==> src/rtl/traffic_light_ctrl_n.sv <==
// N-approach round-robin traffic-light controller with demand latching and green extension.
// Optional emergency preemption is compiled in when TL_EMERG_PREEMPT_EN is defined.
module traffic_light_ctrl_n #(
    parameter int N_APPR    = 2,
    parameter int CNT_W     = 8,
    parameter int T_GREEN   = 4,
    parameter int T_MAX_EXT = 4,
    parameter int T_YELLOW  = 2,
    parameter int T_ALLRED  = 1,
    localparam int PW = (N_APPR > 1) ? $clog2(N_APPR) : 1
) (
    input  logic                CLK,
    input  logic                RST,
    input  logic [N_APPR-1:0]   SENS,
`ifdef TL_EMERG_PREEMPT_EN
    input  logic                EMERG,
    input  logic [PW-1:0]       EMERG_ID,
`endif
    output logic [2*N_APPR-1:0] LIGHT,
    output logic [2*N_APPR-1:0] PED,
    output logic [PW-1:0]       PHASE
);

    typedef enum logic [1:0] {
        ST_ALLRED = 2'd0,
        ST_GREEN  = 2'd1,
        ST_YELLOW = 2'd2
    } state_t;

    state_t                state_q, state_d;
    logic [CNT_W-1:0]      timer_q, timer_d;
    logic [CNT_W-1:0]      ext_q, ext_d;
    logic [PW-1:0]         phase_q, phase_d;
    logic [N_APPR-1:0]     demand_q, demand_d;
    logic [2*N_APPR-1:0]   light_q, light_d;
    logic [2*N_APPR-1:0]   ped_q, ped_d;

    logic                  ext_inc;
    logic                  others_waiting;
    logic                  emerg_ok;
    logic [PW-1:0]         emerg_id;

    // First approach with latched demand after cur (wrapping, cur itself last); cur+1 if none.
    function automatic logic [PW-1:0] rr_pick(input logic [PW-1:0] cur,
                                              input logic [N_APPR-1:0] dem);
        logic [PW-1:0] pick;
        logic          found;
        int            idx;
        idx   = (int'(cur) + 1) % N_APPR;
        pick  = PW'(idx);
        found = 1'b0;
        for (int k = 1; k <= N_APPR; k++) begin
            idx = (int'(cur) + k) % N_APPR;
            if (!found && dem[idx]) begin
                pick  = PW'(idx);
                found = 1'b1;
            end
        end
        return pick;
    endfunction

`ifdef TL_EMERG_PREEMPT_EN
    assign emerg_ok = EMERG && (int'(EMERG_ID) < N_APPR);
    assign emerg_id = EMERG_ID;
`else
    assign emerg_ok = 1'b0;
    assign emerg_id = '0;
`endif

    always_comb begin
        state_d        = state_q;
        phase_d        = phase_q;
        ext_inc        = 1'b0;
        others_waiting = 1'b0;
        for (int i = 0; i < N_APPR; i++) begin
            if (demand_q[i] && (phase_q != PW'(i))) begin
                others_waiting = 1'b1;
            end
        end

        case (state_q)
            ST_ALLRED: begin
                if (int'(timer_q) >= T_ALLRED - 1) begin
                    state_d = ST_GREEN;
                    phase_d = emerg_ok ? emerg_id : rr_pick(phase_q, demand_q);
                end
            end
            ST_GREEN: begin
                if (emerg_ok && (phase_q != emerg_id)) begin
                    state_d = ST_YELLOW;
                end else if (emerg_ok) begin
                    state_d = ST_GREEN;
                end else if (int'(timer_q) >= T_GREEN - 1) begin
                    if (SENS[phase_q] && !others_waiting && (int'(ext_q) < T_MAX_EXT)) begin
                        ext_inc = 1'b1;
                    end else begin
                        state_d = ST_YELLOW;
                    end
                end
            end
            ST_YELLOW: begin
                if (int'(timer_q) >= T_YELLOW - 1) begin
                    state_d = ST_ALLRED;
                end
            end
            default: begin
                state_d = ST_ALLRED;
            end
        endcase

        // Both counters restart on every state change and saturate instead of wrapping.
        if (state_d != state_q) begin
            timer_d = '0;
            ext_d   = '0;
        end else begin
            timer_d = (&timer_q) ? timer_q : timer_q + 1'b1;
            ext_d   = (ext_inc && !(&ext_q)) ? ext_q + 1'b1 : ext_q;
        end

        // Demand for an approach is cleared as it enters GREEN, which beats a same-cycle set.
        for (int i = 0; i < N_APPR; i++) begin
            demand_d[i] = (demand_q[i] || (SENS[i] && !((state_q == ST_GREEN) && (phase_q == PW'(i)))))
                          && !((state_q == ST_ALLRED) && (state_d == ST_GREEN) && (phase_d == PW'(i)));
        end

        light_d = '0;
        ped_d   = '0;
        for (int i = 0; i < N_APPR; i++) begin
            if (phase_d == PW'(i)) begin
                if (state_d == ST_GREEN) begin
                    light_d[2*i +: 2] = 2'b10;
                    ped_d[2*i +: 2]   = 2'b10;
                end else if (state_d == ST_YELLOW) begin
                    light_d[2*i +: 2] = 2'b01;
                    ped_d[2*i +: 2]   = 2'b01;
                end
            end
        end
    end

    always_ff @(posedge CLK or negedge RST) begin
        if (!RST) begin
            state_q  <= ST_ALLRED;
            timer_q  <= '0;
            ext_q    <= '0;
            phase_q  <= PW'(N_APPR - 1);
            demand_q <= '0;
            light_q  <= '0;
            ped_q    <= '0;
        end else begin
            state_q  <= state_d;
            timer_q  <= timer_d;
            ext_q    <= ext_d;
            phase_q  <= phase_d;
            demand_q <= demand_d;
            light_q  <= light_d;
            ped_q    <= ped_d;
        end
    end

    assign LIGHT = light_q;
    assign PED   = ped_q;
    assign PHASE = phase_q;

endmodule

==> config.mk <==
export PLATFORM = sky130hd
export DESIGN_NAME = traffic_light_ctrl_n
export DESIGN_NICKNAME = d
export VERILOG_FILES = /design/src/rtl/traffic_light_ctrl_n.sv
export SDC_FILE = /design/constraint.sdc
export NUM_CORES = 1
export LEC_CHECK = 0
export ABC_AREA = 1
export CAP_MARGIN = 20
export CELL_PAD_IN_SITES_DETAIL_PLACEMENT = 0
export CELL_PAD_IN_SITES_GLOBAL_PLACEMENT = 1
export CORE_ASPECT_RATIO = 0.75
export CORE_MARGIN = 1
export CORE_UTILIZATION = 40
export CTS_CLUSTER_SIZE = 40
export DETAILED_ROUTE_END_ITERATION = 8
export PLACE_DENSITY_LB_ADDON = 0.15
export SYNTH_ARGS = -nofsm -noshare
export SYNTH_HDL_FRONTEND = slang
export SYNTH_SLANG_ARGS = --single-unit
==> constraint.sdc <==
create_clock -name CLK -period 4.4 [get_ports CLK]
set_clock_uncertainty 0.15 [all_clocks]
set_input_delay 0.44 -clock CLK [delete_from_list [all_inputs] [get_ports CLK]]
set_output_delay 0.44 -clock CLK [all_outputs]
set_load 0.005 [all_outputs]
==> results of run 1 <==
-- power breakdown --
group	leakage, nW	switching [mW]	internal (mW)
clock network	0.0255	0.0704	0.0633
logic	0.387	0.258	0.159
registers	0.327	0.0397	0.285
-- synthesized netlist by cell type --
| cell type | count | share of area, % |
|---|---|---|
| inv_1 | 29 | 7.9 |
| nand2_1 | 25 | 6.8 |
| dfrtp_1 | 24 | 44 |
| nor2_1 | 20 | 5.5 |
| nor2_4 | 11 | 9.0 |
| nand3_1 | 8 | 2.9 |
| o21ai_0 | 7 | 2.6 |
| buf_4 | 4 | 2.2 |
| ha_1 | 4 | 3.7 |
| a21oi_1 | 3 | 1.1 |
| nand2_2 | 3 | 1.4 |
| nand2_4 | 3 | 2.5 |
| nor2_2 | 3 | 1.4 |
| or2_2 | 2 | 0.91 |
| xor2_1 | 2 | 1.3 |
| buf_12 | 1 | 1.5 |
| dfstp_2 | 1 | 1.9 |
| inv_2 | 1 | 0.27 |
| nand3_4 | 1 | 1.3 |
| nand4_1 | 1 | 0.46 |
| o21bai_1 | 1 | 0.55 |
| o221ai_1 | 1 | 0.64 |
| o22ai_1 | 1 | 0.46 |
-- cell type report --
type / count / area, µm²
Fill cell: 323 / 1724
Sequential cell: 25 / 626.9
Multi-Input combinational cell: 96 / 580.6
Timing Repair Buffer: 13 / 147.6
Inverter: 30 / 112.6
Tap cell: 40 / 50.05
Clock buffer: 3 / 41.29
Clock inverter: 1 / 5.005
-- per-stage QoR --
stage	power (mW)	instances	instance area (µm²)	hold slack, ns
after global placement	0.7399	203	1490	0.3353
after global routing	0.9465	208	1564	0.3802
final	0.8746	208	1564	0.3493
after CTS	0.8831	207	1536	0.3527
after floorplan	0.6618	156	1370	-0.005591
after detailed placement	0.7469	203	1490	0.3392
-- flip-flops by register name, indices dropped and copies added, names as in the netlist --
signal / count
PHASE: 1
LIGHT: 4
demand_q: 2
state_q: 2
ext_q: 8
timer_q: 8
-- routing by layer --
layer	wire, µm	up-vias
li1	-	489
met1	1172	441
met2	977	16
met3	93	2
met4	17	0
met5	0	-
-- kinds of logic after synthesis --
kind of cell / after synthesis / share of synthesized area, %
compound gates: 13 / 5.297
xor+xnor: 2 / 1.279
fa+ha+maj: 4 / 3.653
buf+inv: 35 / 11.87
flops: 25 / 45.75
simple gates: 77 / 32.15
-- worst paths after layout --
path                       cells after the start  slack [ns]           to
max reg2reg                                   10        2.59     ext_q[2]
min reg2reg                                    2        0.35     ext_q[7]
max                                            1        2.44        PHASE
min                                            2        0.35     ext_q[7]
max in group asynchronous                      2        3.27  demand_q[1]
min in group asynchronous                      1        0.37   timer_q[0]
==> summary.md, run 1 <==
| Metric | Value |
|---|---|
| Die extent in x | `69.58 µm` |
| Worst Tran Pin Value | `approximately 0.54 ns` |
| Total CTS buffers | `3` |
| DRC viols | `0` |
| Slew Viols, Final | `0` |
| Hold-fix buffers, CTS | `0` |
| Cell family with most CP delay | `flip-flops` |
| Post-DP HPWL | `1.641 mm` |
| Clk sinks | `25` |
| Mapped Area | `1370 µm²` |
| Synthesized area per cell | `roughly 8.8 µm²` |
| Vias post-DR | `948` |
| RSZ-0062 raised after global routing | `no` |
| Fin util | `47.56%` |
| Initial antenna violation count | `0` |
| Layout area overhead | `14.16%` |
| Drt pass-1 iters | `4` |
| Starting Density | `41.67%` |
| CP Capture Type | `output pin` |
| Critical Path AT | `between 1 and 1.5 ns` |
| Reg clk slew, reported paths | `roughly 0.090 ns` |
| Fin worst setup slack | `2.439 ns` |
| Ant. Diodes | `0` |
| Most frequent cells in the layout | `inv_1, nand2_1, dfrtp_1` |
| Minimum clock period | `between 1.5 and 2 ns` |
| Rel. slew slack | `64.21%` |
| Routed WL per cell | `10.87 µm` |
| Layer with the highest usage | `met2` |
| Worst hold path type | `reg -> reg` |
| IO Pins | `13` |
| CTS tree | `built` |
| Total track usage | `about 14%` |
| Number of global-route vias before repair | `869` |
| Setup TNS | `0 ns` |
| Routability-driven placement congestion ratio | `0.7717` |
| Drt total wl | `2.261 mm` |
| Global-route wire length before repair | `3.884 mm` |
| Post-CTS Resized | `0` |
| CP bufs+invs | `1` |
| Fraction of layout cells with a size suffix above 1 | `17.86%` |
| R2r startpoint | `timer_q[0]` |
| Max stage delay on crit path | `0.59 ns` |
| Critical path, cell by cell | `clkdlybuf4s50_1` |
| Crit-path slowest cell | `dfstp_2` |
| Synth Instances | `approximately 160` |
| Max Cap Viol | `0` |
| Largest net degree at the start of global routing | `26` |
| Most common cell after layout, fill and taps aside | `inv_1` |
| Die H | `52.69 µm` |
| Crit path kind | `reg -> out` |
| Met1 usage in global routing | `a little under a fifth` |
| Total Nets Final | `~180` |
| Crit path launch type | `flop` |
| Rows | `18` |
| Die footprint | `3666 µm²` |
| PwrDens | `around 560 nW/µm²` |
| First element of the critical path | `PHASE` |
| Yosys cell types | `23` |
| DR vias/cell | `4.558` |
| Max Clock Freq | `around 500 MHz` |
| DR iter-0 viols | `29` |
| Core area | `~3300 µm²` |
| Latest clock arrival within the worst-skew pair | `roughly 0.27 ns` |
| # H-tree levels | `1` |
| Global routing usage on met2 | `between 20% and 30%` |
| Number of setup violations in the final report | `0` |
| Synthesized flop and latch total | `25` |
| Leakage power | `0.7399 nW` |
| IO Port Bufs | `12` |
| Root Buffer | `clkbuf_8` |
| Grt met3 use | `roughly 4.0%` |
| Status | `finished, final reports clean` |
| Final period util | `between 40% and 50%` |
| Crit-path max FO | `6` |
| Post-Syn Nets | `164` |
| Grt total ovfl | `0` |
| Max VDD drop | `0.2140 mV` |
| Endpoints failing hold | `0` |
| Worst Path Required | `3.81 ns` |
| Bufs on Longest Clock Path | `2` |
| Sequential area share after synthesis | `between 40% and 50%` |
| Setup WS pre-CTS | `2.323 ns` |
| Synthesis Warnings | `0` |
| Hold Startpoint | `ext_q[7]` |
| Detail Route Antenna Nets | `0` |
| Post-CTS setup buffers | `0` |
(Power assumes the default switching activity.)
==> run 2: changes to the inputs <==
--- a/config.mk
+++ b/config.mk
@@ -11,7 +11,7 @@
 export CELL_PAD_IN_SITES_GLOBAL_PLACEMENT = 1
 export CORE_ASPECT_RATIO = 0.75
 export CORE_MARGIN = 1
-export CORE_UTILIZATION = 40
+export CORE_UTILIZATION = 38
 export CTS_CLUSTER_SIZE = 40
 export DETAILED_ROUTE_END_ITERATION = 8
 export PLACE_DENSITY_LB_ADDON = 0.15
==> constraint.sdc (replaced) <==
create_clock -name CLK -period 1.8 [get_ports CLK]
set_clock_uncertainty 0.15 [all_clocks]
set_input_delay 0.18 -clock CLK [delete_from_list [all_inputs] [get_ports CLK]]
set_output_delay 0.18 -clock CLK [all_outputs]
set_load 0.005 [all_outputs]
==> run 2 against run 1 <==
The flow now finishes with violations (DRC). Highest routed layer unchanged. Sequential share of layout area down 0.51 points. Register-to-register slack lost 2.5 ns. Hold slack worse by 0.23 ns. Largest power group unchanged.
==> summary.md, run 2 (synthesis results as in run 1) <==
| Metric | Value |
|---|---|
| Die H | `54 µm` |
| Max stage delay on crit path | `0.59 ns` |
| Root Buffer | `clkbuf_8` |
| Grt total ovfl | `0` |
| Number of setup violations in the final report | `0` |
| Total Nets Final | `180` |
| Number of global-route vias before repair | `900` |
| Die extent in x | `71.34 µm` |
| Post-route insts no fill | `~210` |
| Latest clock arrival within the worst-skew pair | `0.26 ns` |
| IO Pins | `13` |
| Leakage power | `around 0.75 nW` |
| Max VDD drop | `approximately 0.6 mV` |
| Reg clk slew, reported paths | `0.08 ns` |
| Most frequent cells in the layout | `inv_1, nand2_1, dfrtp_1` |
| RSZ-0062 raised after global routing | `no` |
| Starting Density | `40.83%` |
| DR iter-0 viols | `72` |
| Most common cell after layout, fill and taps aside | `inv_1` |
| Fraction of layout cells with a size suffix above 1 | `19.88%` |
| Total track usage | `14.51%` |
| Final period util | `94.91%` |
| CTS tree | `built` |
| Max Clock Freq | `just under 600 MHz` |
| Max Cap Viol | `0` |
| PwrDens | `1405 nW/µm²` |
| Layout area overhead | `15.62%` |
| Worst Path Required | `1.47 ns` |
| Core area | `3356 µm²` |
| Post-Place Cells | `206` |
| Critical Path AT | `1.38 ns` |
| Rows | `18` |
| Vias post-DR | `between 900 and 1,000` |
| Post-CTS setup buffers | `0` |
| # H-tree levels | `1` |
| Drt pass-1 iters | `6` |
| DR vias/cell | `4.422` |
| DRC viols | `3` |
| Hold-fix buffers, CTS | `0` |
| Pwr Total | `between 2 and 2.5 mW` |
| Drt total wl | `around 2.3 mm` |
| Post-DP HPWL | `~1.7 mm` |
| Crit path launch type | `flop` |
| Post-CTS Resized | `0` |
| IO Port Bufs | `12` |
| Cell family with most CP delay | `flip-flops` |
| Detail Route Antenna Nets | `0` |
| Slew Viols, Final | `0` |
| Total CTS buffers | `3` |
| Crit-path max FO | `6` |
| Minimum clock period | `1.708 ns` |
| Crit-path slowest cell | `dfstp_2` |
| CP Capture Type | `output pin` |
| Routed WL per cell | `10.92 µm` |
| Routability-driven placement congestion ratio | `about 0.75` |
| Initial antenna violation count | `0` |
| Largest net degree at the start of global routing | `26` |
| Clk sinks | `25` |
| Endpoints failing hold | `0` |
| Violated checks | `DRC` |
| Ant. Diodes | `0` |
| Rel. slew slack | `76.98%` |
| Die footprint | `3852 µm²` |
| Worst hold path type | `in -> async` |
| Worst Tran Pin Value | `0.3417 ns` |
| Critical path, cell by cell | `clkdlybuf4s50_1` |
| Bufs on Longest Clock Path | `2` |
| Status | `finished, violations left` |
| Fillers | `329` |
| Global-route wire length before repair | `4.195 mm` |
| CP bufs+invs | `1` |
| Crit path kind | `reg -> out` |
[run 2: changes by cell type in the layout (fill, tap and decap cells not counted)]
cell / before / now
nand2_8: 0 / 1
a21oi_1: 3 / 2
clkinv_2: 1 / 0
buf_16: 1 / 0
nor2_1: 20 / 19
clkbuf_1: 0 / 1
buf_4: 0 / 3
nor2_2: 3 / 4
a21oi_2: 0 / 1
[run 2: layer usage]
metal / vias up / global-route usage [%] / routed length [µm]
met1: 419 / 19.95 / 1231
met2: 14 / 23.17 / 974
met4: 0 / 3.000 / 10
met3: 2 / 3.933 / 88
li1: 498 / - / -
met5: - / 0 / 0
[run 2: worst register-to-register path, stage by stage (launching register included)]
cell	delay (ns)
dfrtp_1	0.38
ha_1	0.24
inv_1	0.06
nand2_1	0.05
nor2_2	0.15
nor2_2	0.05
nand2_2	0.07
nand2_4	0.07
nand2_4	0.11
nand2_4	0.16
nor2_4	0.11
[run 2: worst paths after layout]
kind / cells past startpoint / slack [ns] / start / endpoint
setup reg to reg: 10 / 0.12 / timer_q[0] / timer_q[1]
hold / removal: 2 / 0.12 / RST / timer_q[7]
hold reg to reg: 2 / 0.37 / ext_q[7] / ext_q[7]
setup / recovery: 1 / 0.09 / PHASE / PHASE
min in group CLK: 2 / 0.37 / ext_q[7] / ext_q[7]
max in group asynchronous: 2 / 1.09 / RST / PHASE
[run 2: cell type report]
type	count	area [µm²]	share of cell area, %
Clock buffer	4	45.04	2.844
Inverter	30	112.6	7.109
Multi-Input combinational cell	97	606.8	38.31
Sequential cell	25	626.9	39.57
Tap cell	40	50.05	3.160
Timing Repair Buffer	15	142.6	9.005
[run 2: report_power, final]
| part | switching, mW | internal, mW | total, mW |
|---|---|---|---|
| combinational | 0.689 | 0.429 | 1.12 |
| clock | 0.164 | 0.158 | 0.322 |
| sequential | 0.0886 | 0.696 | 0.784 |
| total | 0.942 | 1.28 | 2.22 |
[run 2: through the flow]
step	area (µm²)	utilization (%)	hold slack, ns	TNS (ns)	setup slack [ns]
4_1_cts	1558	46.42	0.1354	0	0.02053
6_report	1584	47.20	0.1223	0	0.09167
2_1_floorplan	1370	-	-0.2656	0	0.2101
3_5_place_dp	1513	45.08	0.3483	-0.1287	-0.03964
5_1_grt	1584	47.20	0.1657	0	0.008206
3_3_place_gp	1513	45.08	0.3335	0	0.006067
==> run 3: changes to the inputs <==
--- a/config.mk
+++ b/config.mk
@@ -14,7 +14,7 @@
 export CORE_UTILIZATION = 38
 export CTS_CLUSTER_SIZE = 40
 export DETAILED_ROUTE_END_ITERATION = 8
-export PLACE_DENSITY_LB_ADDON = 0.15
+export PLACE_DENSITY_LB_ADDON = 0.2
 export SYNTH_ARGS = -nofsm -noshare
 export SYNTH_HDL_FRONTEND = slang
 export SYNTH_SLANG_ARGS = --single-unit
==> run 3 against run 2 <==
The run still ends with DRC left. Combinational power up 4%. Non-clock buffer count is 2 higher. Count of clock-buffer cells in the layout decreased by 1. Wire length increased by 7.8%. First-iteration DRC count shrank 17%. Power is 3.3% higher. Sequential power about the same. Sequential share of layout area decreased by 0.65 points. Flip-flop and latch count did not move. Critical endpoint unchanged. Highest routed layer is now met3.
==> summary.md, run 3 (synthesis results as in run 1) <==
| Metric | Value |
|---|---|
| Drt total wl | `2.485 mm` |
| Crit-path slowest cell | `dfstp_2` |
| Crit. path cell count | `1` |
| Hold-fix buffers, CTS | `0` |
| Critical Path AT | `1.38 ns` |
| Number of global-route vias before repair | `between 900 and 1,000` |
| Max stage delay on crit path | `about 0.6 ns` |
| Grt met3 use | `4.494%` |
| Rel. slew slack | `72.53%` |
| Reg2reg setup slack | `0.13 ns` |
| Die footprint | `3852 µm²` |
| Routability-driven placement congestion ratio | `0.7117` |
| Post-DP HPWL | `about 1.8 mm` |
| Die H | `54 µm` |
| Detail Route Antenna Nets | `0` |
| Global routing usage on met2 | `26.83%` |
| Bufs on Longest Clock Path | `2` |
| Max VDD drop | `0.6006 mV` |
| Status | `finished, violations left` |
| Worst Tran Pin Value | `0.4116 ns` |
| Starting Density | `40.83%` |
| CP Capture Type | `output pin` |
| Grt total ovfl | `0` |
| Design Area, Final | `1610 µm²` |
| Rows | `18` |
| DR vias/cell | `around 4.5` |
| Die extent in x | `between 70 and 80 µm` |
| Hold slack | `0.1147 ns` |
| # H-tree levels | `1` |
| Root Buffer | `clkbuf_8` |
| Total Nets Final | `roughly 180` |
| Minimum clock period | `1.713 ns` |
| Layout area overhead | `17.53%` |
| Total CTS buffers | `3` |
| Ant. Diodes | `0` |
| Layer with the highest usage | `met2` |
| Routed WL per cell | `11.67 µm` |
| RSZ-0062 raised after global routing | `no` |
| Area after DPL | `1505 µm²` |
| Latest clock arrival within the worst-skew pair | `0.27 ns` |
| IO Pins | `13` |
| Crit path kind | `reg -> out` |
| Worst Path Required | `1.47 ns` |
| Pwr Total | `approximately 2.3 mW` |
| Endpoints failing hold | `0` |
| Clk sinks | `25` |
| Leakage power | `0.7625 nW` |
| Global-route wire length before repair | `4.222 mm` |
| Crit-path max FO | `6` |
| Initial antenna violation count | `0` |
| Drt pass-1 iters | `6` |
| Violated checks | `DRC` |
| Slew Viols, Final | `0` |
| R2r startpoint | `timer_q[0]` |
| Critical path, cell by cell | `clkdlybuf4s50_1` |
| Crit path launch type | `flop` |
| Most frequent cells in the layout | `inv_1, nand2_1, dfrtp_1` |
| IO Port Bufs | `12` |
| Met1 usage in global routing | `17.65%` |
| Worst r2r path cells | `10` |
| CP bufs+invs | `1` |
| Worst hold path type | `in -> async` |
| Reg clk slew, reported paths | `0.10 ns` |
| Total track usage | `14.77%` |
| CTS tree | `built` |
| PwrDens | `about 1400 nW/µm²` |
| DR iter-0 viols | `60` |
| Largest net degree at the start of global routing | `26` |
| Most common cell after layout, fill and taps aside | `inv_1` |
| Worst r2r dst | `ext_q[5]` |
| Max Cap Viol | `0` |
| Final period util | `between 90% and 100%` |
| Number of setup violations in the final report | `0` |
| DRC viols | `3` |
| Max Clock Freq | `583.9 MHz` |
| Fraction of layout cells with a size suffix above 1 | `20.81%` |
| Core area | `3356 µm²` |
| Vias post-DR | `just under 1,000` |
| Cell family with most CP delay | `flip-flops` |
## run 3: worst max-delay path by stage
stage,from,end,slack [ns]
finish,PHASE,PHASE,0.09
global route,timer_q[0],timer_q[5],0.03
CTS,timer_q[0],timer_q[5],0.05
detailed placement,SENS[1],timer_q[5],-0.02
global placement,SENS[1],timer_q[5],-0.003
floorplan,timer_q[0],timer_q[6],0.21
## run 3: metal layers
layer,vias to the layer above,wire length [µm]
met1,448,1227
met4,0,0
met2,15,1162
li1,501,-
met5,-,0
met3,0,95
## run 3: report_power, final
group          internal (mW)  leakage (nW)  switching, mW
Sequential             0.696         0.327         0.0904
Clock                  0.155        0.0255          0.186
Combinational          0.457         0.410          0.716
## run 3: through the flow
| stage | setup TNS [ns] | std cells | worst slack, ns | util (%) |
|---|---|---|---|---|
| global placement | -0.002988 | 205 | -0.002988 | 44.85 |
| global route | 0 | 213 | 0.02722 | 47.99 |
| finish | 0 | 213 | 0.08744 | 47.99 |
| detailed placement | -0.05226 | 205 | -0.02301 | 44.85 |
| floorplan | 0 | 156 | 0.2101 | - |
| CTS | 0 | 209 | 0.05054 | 46.50 |
## run 3: final cells by class
cell class	count	area (µm²)
Fill cell	324	1745
Sequential cell	25	626.9
Multi-Input combinational cell	97	616.8
Timing Repair Buffer	17	157.7
Inverter	30	112.6
Tap cell	40	50.05
Clock buffer	3	41.29
Clock inverter	1	5.005
## run 3: repair_timing
| action | 4_1_cts | 5_1_grt |
|---|---|---|
| gates resized for setup | 1 | 3 |
| endpoints found under the setup margin | 3 | 16 |
| cloned | 0 | 1 |
| pin swaps | 0 | 1 |
| buffers inserted | 0 | 3 |
